<file path="src/rtl/instr_fetch_unit.sv">
// Fetch stage: PC + 1-cycle imem reads into a FIFO_DEPTH buffer; request->out_valid 2 cycles, 1 instr/cycle, stalls on out_ready=0.
// Redirect flushes and re-steers via an epoch tag; FETCH_PERF_CNT_EN adds perf_fetched/perf_bubble counters.
module instr_fetch_unit #(
  parameter int          ADDR_WIDTH = 15,
  parameter logic [31:0] RESET_PC   = 32'h0000_0000,
  parameter int          FIFO_DEPTH = 3
) (
  input  logic                  clk,
  input  logic                  rst,
  output logic                  imem_en,
  output logic [ADDR_WIDTH-1:0] imem_addr,
  input  logic [31:0]           imem_rdata,
  input  logic                  imem_wr_busy,
  input  logic                  redirect,
  input  logic [31:0]           redirect_pc,
  output logic                  out_valid,
  input  logic                  out_ready,
  output logic [31:0]           out_instr,
  output logic [31:0]           out_pc,
  output logic [6:0]            out_opcode,
  output logic [2:0]            out_funct3,
  output logic [6:0]            out_funct7
`ifdef FETCH_PERF_CNT_EN
  ,
  output logic [31:0]           perf_fetched,
  output logic [31:0]           perf_bubble
`endif
);

  localparam int PW = (FIFO_DEPTH > 1) ? $clog2(FIFO_DEPTH) : 1;
  localparam int CW = $clog2(FIFO_DEPTH + 1);
  localparam logic [CW:0] LP_DEPTH = FIFO_DEPTH[CW:0];

  typedef enum logic {ST_BOOT, ST_RUN} state_t;

  state_t          r_state, w_state_nxt;
  logic [31:0]     r_fetch_pc;
  logic            r_inflight;
  logic [31:0]     r_tag_pc;
  logic            r_tag_epoch;
  logic            r_epoch;
  logic [31:0]     r_mem_instr [FIFO_DEPTH];
  logic [31:0]     r_mem_pc    [FIFO_DEPTH];
  logic [PW-1:0]   r_rd_ptr, r_wr_ptr;
  logic [CW-1:0]   r_count;

  logic            w_issue, w_push, w_pop;
  logic [CW:0]     w_occ;

  function automatic logic [PW-1:0] f_inc(input logic [PW-1:0] p);
    return (p == PW'(FIFO_DEPTH - 1)) ? '0 : p + PW'(1);
  endfunction

  assign w_occ = {1'b0, r_count} + {{CW{1'b0}}, r_inflight};

  always_ff @(posedge clk or posedge rst) begin
    if (rst) r_state <= ST_BOOT;
    else     r_state <= w_state_nxt;
  end

  always_comb begin
    w_state_nxt = r_state;
    w_issue     = 1'b0;
    case (r_state)
      ST_BOOT: w_state_nxt = ST_RUN;
      ST_RUN:  w_issue = !imem_wr_busy && !redirect && (w_occ < LP_DEPTH);
      default: w_state_nxt = ST_BOOT;
    endcase
  end

  // Stale responses (older epoch) and anything landing alongside a redirect are dropped.
  assign w_push = r_inflight && (r_tag_epoch == r_epoch) && !redirect;
  assign w_pop  = out_valid && out_ready;

  always_ff @(posedge clk or posedge rst) begin
    if (rst) begin
      r_fetch_pc  <= RESET_PC;
      r_inflight  <= 1'b0;
      r_tag_pc    <= '0;
      r_tag_epoch <= 1'b0;
      r_epoch     <= 1'b0;
      r_rd_ptr    <= '0;
      r_wr_ptr    <= '0;
      r_count     <= '0;
      for (int i = 0; i < FIFO_DEPTH; i++) begin
        r_mem_instr[i] <= '0;
        r_mem_pc[i]    <= '0;
      end
    end else begin
      r_inflight <= w_issue;
      if (w_issue) begin
        r_tag_pc    <= r_fetch_pc;
        r_tag_epoch <= r_epoch;
      end
      if (redirect) begin
        r_fetch_pc <= redirect_pc & 32'hFFFF_FFFC;
        r_epoch    <= ~r_epoch;
        r_rd_ptr   <= '0;
        r_wr_ptr   <= '0;
        r_count    <= '0;
      end else begin
        if (w_issue) r_fetch_pc <= r_fetch_pc + 32'd4;
        if (w_push) begin
          r_mem_instr[r_wr_ptr] <= imem_rdata;
          r_mem_pc[r_wr_ptr]    <= r_tag_pc;
          r_wr_ptr              <= f_inc(r_wr_ptr);
        end
        if (w_pop) r_rd_ptr <= f_inc(r_rd_ptr);
        case ({w_push, w_pop})
          2'b10:   r_count <= r_count + CW'(1);
          2'b01:   r_count <= r_count - CW'(1);
          default: r_count <= r_count;
        endcase
      end
    end
  end

  assign imem_en    = w_issue;
  assign imem_addr  = w_issue ? r_fetch_pc[ADDR_WIDTH+1:2] : '0;
  assign out_valid  = (r_count != '0);
  assign out_instr  = out_valid ? r_mem_instr[r_rd_ptr] : '0;
  assign out_pc     = out_valid ? r_mem_pc[r_rd_ptr] : '0;
  assign out_opcode = out_instr[6:0];
  assign out_funct3 = out_instr[14:12];
  assign out_funct7 = out_instr[31:25];

`ifdef FETCH_PERF_CNT_EN
  logic [31:0] r_perf_fetched, r_perf_bubble;

  always_ff @(posedge clk or posedge rst) begin
    if (rst) begin
      r_perf_fetched <= '0;
      r_perf_bubble  <= '0;
    end else begin
      if (w_pop) r_perf_fetched <= r_perf_fetched + 32'd1;
      if ((r_state == ST_RUN) && out_ready && !out_valid) r_perf_bubble <= r_perf_bubble + 32'd1;
    end
  end

  assign perf_fetched = r_perf_fetched;
  assign perf_bubble  = r_perf_bubble;
`endif

endmodule

</file>
<file path="config.mk">
export PLATFORM = sky130hd
export DESIGN_NAME = instr_fetch_unit
export DESIGN_NICKNAME = d
export VERILOG_FILES = /design/src/rtl/instr_fetch_unit.sv
export SDC_FILE = /design/constraint.sdc
export NUM_CORES = 1
export LEC_CHECK = 0
export CORE_MARGIN = 2
export CORE_UTILIZATION = 55
export DETAILED_ROUTE_END_ITERATION = 16
export GPL_TIMING_DRIVEN = 0
export PLACE_DENSITY = 0.88
export SYNTH_ARGS = -nofsm -noshare
export SYNTH_HDL_FRONTEND = slang
export SYNTH_SLANG_ARGS = --single-unit
</file>
<file path="constraint.sdc">
create_clock -name clk -period 11.55 [get_ports clk]
set_input_delay 3.465 -clock clk [delete_from_list [all_inputs] [get_ports clk]]
set_output_delay 3.465 -clock clk [all_outputs]
set_load 0.05 [all_outputs]
</file>
==> impl_metrics.tcl <==
set metrics [dict create \
    drtPass1Iterations 5 \
    worst_path_most_repeated_cell "clkdlybuf4s50_1" \
    design_area_um2 15200 \
    worstSetupStartpointType "input pin" \
    cts.htree.levels 1 \
    dieArea_um2 23500 \
    switching_power_uw 774 \
    dp_hpwl_um 20200 \
    avgSynthCellArea_um2 11.8 \
    overflow 0 \
    relSlewSlack_pct 35.7 \
    netlist_instances 1038 \
    hold_buffers 0 \
    worst_clock_skew_ns 0.00898 \
    worstSetupStartpoint "imem_wr_busy" \
    hp-class "flop to flop" \
    clock_latency_ns 0.52 \
    ys_types 51 \
    cts_root_buf "clkbuf_16" \
    crit_family "buffers and inverters" \
    layout_common_cells "dfrtp_1 (256), mux2_2 (211), clkdlybuf4s50_1 (161), nor2_1 (114), mux2i_1 (66)" \
    async_flop_share_pct 100 \
    fmax_ghz 0.102 \
    ioPinCount 167 \
    stdcell_count 1531 \
    post-route-drc-count 0 \
    power_density_nw_per_um2 176 \
    crit_required_ns 8.09 \
    post_cts_buffers 0 \
    cp_slowest_cell "clkdlybuf4s50_1" \
    die_h_um 153 \
    diodes 0 \
    timing.rr.start "r_count[0]" \
    ys_warn_count 0 \
    post-route-period-util_pct 84.7 \
    final_common_cell "dfrtp_1" \
    cts_resized 0 \
    final_nets 1303 \
    synth_edf_count 0 \
    cap_violations 0 \
    num-fill-cells 1517 \
    ys_seq_elements 256 \
    gp_congestion 0.909 \
    clk_path_buf_depth 3 \
    area_delta_synth_final_pct 23.7 \
    drv_slew 0 \
    p_seq_share_pct 45.5 \
    worst_pin_slew_ns 0.960 \
    worstHoldStart "r_mem_pc[63]" \
    grt_pass1_vias 9138 \
    ys.flop_type "dfrtp_1" \
    max_stage_delay_ns 0.82 \
    vias 8991 \
    vias_per_cell 5.87 \
    cts_tree "built" \
    layout_setup_ws_ns 1.77 \
    port_buffers 161 \
    post-place-cells 1482 \
    setup_viol 0 \
    place_area_um2 14300 \
    clkPwrFrac_pct 31.8 \
    start_util_pct 56.2 \
    path_buf_inv 3 \
    yosysTopAreaCell "dfrtp_1" \
    p_sw_share_pct 29.0 \
    clk_pin_slew_ns 0.06 \
    grt_pass1_wl_um 47500 \
    drive_above_1_share_pct 24.7 \
    combPwrFrac_pct 22.8 \
    seq_area_um2 6410 \
    period_needed_ns 9.78 \
    wirelength_um 29600 \
    ys_seq_area_share_pct 52.3 \
    endpoint_kind "output port" \
    cts_buffers 27 \
    hold_viol 0 \
    worst-setup-path-type "input pin to output port" \
    synth_area_leaders "dfrtp_1 (52%), mux2_2 (19%), mux2i_1 (5.4%)" \
    internal_power_uw 1890 \
    total_power_uw 2670 \
    ant_nets 0 \
    p_leak_uw 0.00657 \
    synth_top_area_share_pct 52.3 \
    die_w_um 153 \
    grt_start_max_net_pins 103 \
    synthesis.area_um2 12300 \
    rows 54 \
    routedWlPerCell_um 19.3 \
    grt_use_total_pct 24.8 \
    status "finished clean" \
    rsz0062_at_grt "no" \
    whs_ns 0.494 \
    multiInputGateArea_um2 5350 \
    drtIter0Drc 488 \
    core_area_um2 21800 \
    post-place-ws_ns 1.83 \
    critPathMaxFanout 11 \
    vdd_drop_max_v 0.000116 \
    cts.sinks 256 \
    arrival_ns 6.32 \
    antenna_found_initial 0 \
    cp_cell_sequence "clkdlybuf4s50_1 -> or4b_4 -> nor2_2 -> clkbuf_1 -> and2_1 -> clkdlybuf4s50_1" \
]
==> state kept, by name, summed over array words and instances (netlist names) <==
| register | flops |
|---|---|
| r_count | 2 |
| r_epoch | 1 |
| r_fetch_pc | 30 |
| r_inflight | 1 |
| r_mem_instr | 96 |
| r_mem_pc | 90 |
| r_rd_ptr | 2 |
| r_state | 1 |
| r_tag_epoch | 1 |
| r_tag_pc | 30 |
| r_wr_ptr | 2 |
==> routing by layer <==
| metal | vias up | global-route usage (%) | routed length [um] |
|---|---|---|---|
| li1 | 4070 | - | - |
| met1 | 4485 | 34.3 | 12600 |
| met2 | 356 | 41.0 | 14000 |
| met3 | 80 | 3.46 | 2010 |
| met4 | 0 | 7.85 | 915 |
| met5 | - | 0 | 0 |
==> kinds of logic after synthesis <==
group           count (synthesis)  share of synthesized area [%]
other cells                     2                         0.0613
simple gates                  267                           10.5
xor+xnor                        9                          0.643
fa+ha+maj                       3                          0.306
compound gates                122                           6.82
mux                           282                           25.2
flops                         256                           52.3
buf+inv                        97                           4.17
==> final timing paths <==
check / slack [ns] / to / cells past startpoint
worst min register to register: 0.49 / r_mem_pc[63] / 1
worst max-delay path: 1.77 / imem_addr[4] / 6
min in group asynchronous: 3.40 / r_mem_instr[33] / 2
worst max register to register: 8.80 / r_fetch_pc[29] / 7
max in group asynchronous: 6.91 / r_mem_pc[39] / 4
worst min-delay path: 0.49 / r_mem_pc[63] / 1
==> stage by stage <==
| stage | utilization, % | TNS, ns |
|---|---|---|
| final | 69.5 | 0 |
| after detailed placement | 65.5 | 0 |
| after global routing | 69.5 | 0 |
| after CTS | 69.5 | 0 |
| after floorplan | - | 0 |
| after global placement | 65.2 | -456.74 |
==> power groups by stage <==
stage | Clock, uW | Combinational (uW) | Sequential, uW
floorplan | 0 | 459 | 1180
global placement | 0 | 578 | 1210
detailed placement | 0 | 600 | 1220
CTS | 858 | 611 | 1210
global route | 892 | 662 | 1230
finish | 847 | 607 | 1210
==> synthesized netlist by cell type (2+ instances only) <==
master	number
inv_1	5
mux2_2	211
clkbuf_1	40
nand2b_1	2
a21oi_1	34
and3_1	5
mux2i_1	66
buf_4	20
a31oi_1	16
buf_2	16
mux2_1	5
a21boi_0	2
nor3_1	4
ha_1	3
o311ai_0	3
and2_1	19
nand4_1	14
o21ai_0	12
or3_1	2
and4_1	5
o22a_1	33
xor2_1	8
or4_1	16
o31ai_1	14
buf_1	8
nand2_1	60
conb_1	2
nor2_1	114
dfrtp_1	256
nand3_1	13
buf_6	7
nor2b_1	3
o31a_1	2
==> area by class of cell <==
class / count / area share, %
Sequential cell: 256 / 42.3
Multi-Input combinational cell: 686 / 35.3
Timing Repair Buffer: 163 / 11.0
Clock buffer: 40 / 5.24
Buffer: 91 / 3.23
Tap cell: 280 / 2.31
Clock inverter: 9 / 0.520
Inverter: 6 / 0.198
==> worst register-to-register path: cells and delay by family (launching register included) <==
| family | cells | cell delay (ns) |
|---|---|---|
| simple gates | 2 | 0.95 |
| compound gates | 2 | 0.37 |
| fa+ha+maj | 2 | 0.51 |
| buf+inv | 1 | 0.40 |
| flops | 1 | 0.46 |
No activity file was read; power rests on OpenSTA's default activity.
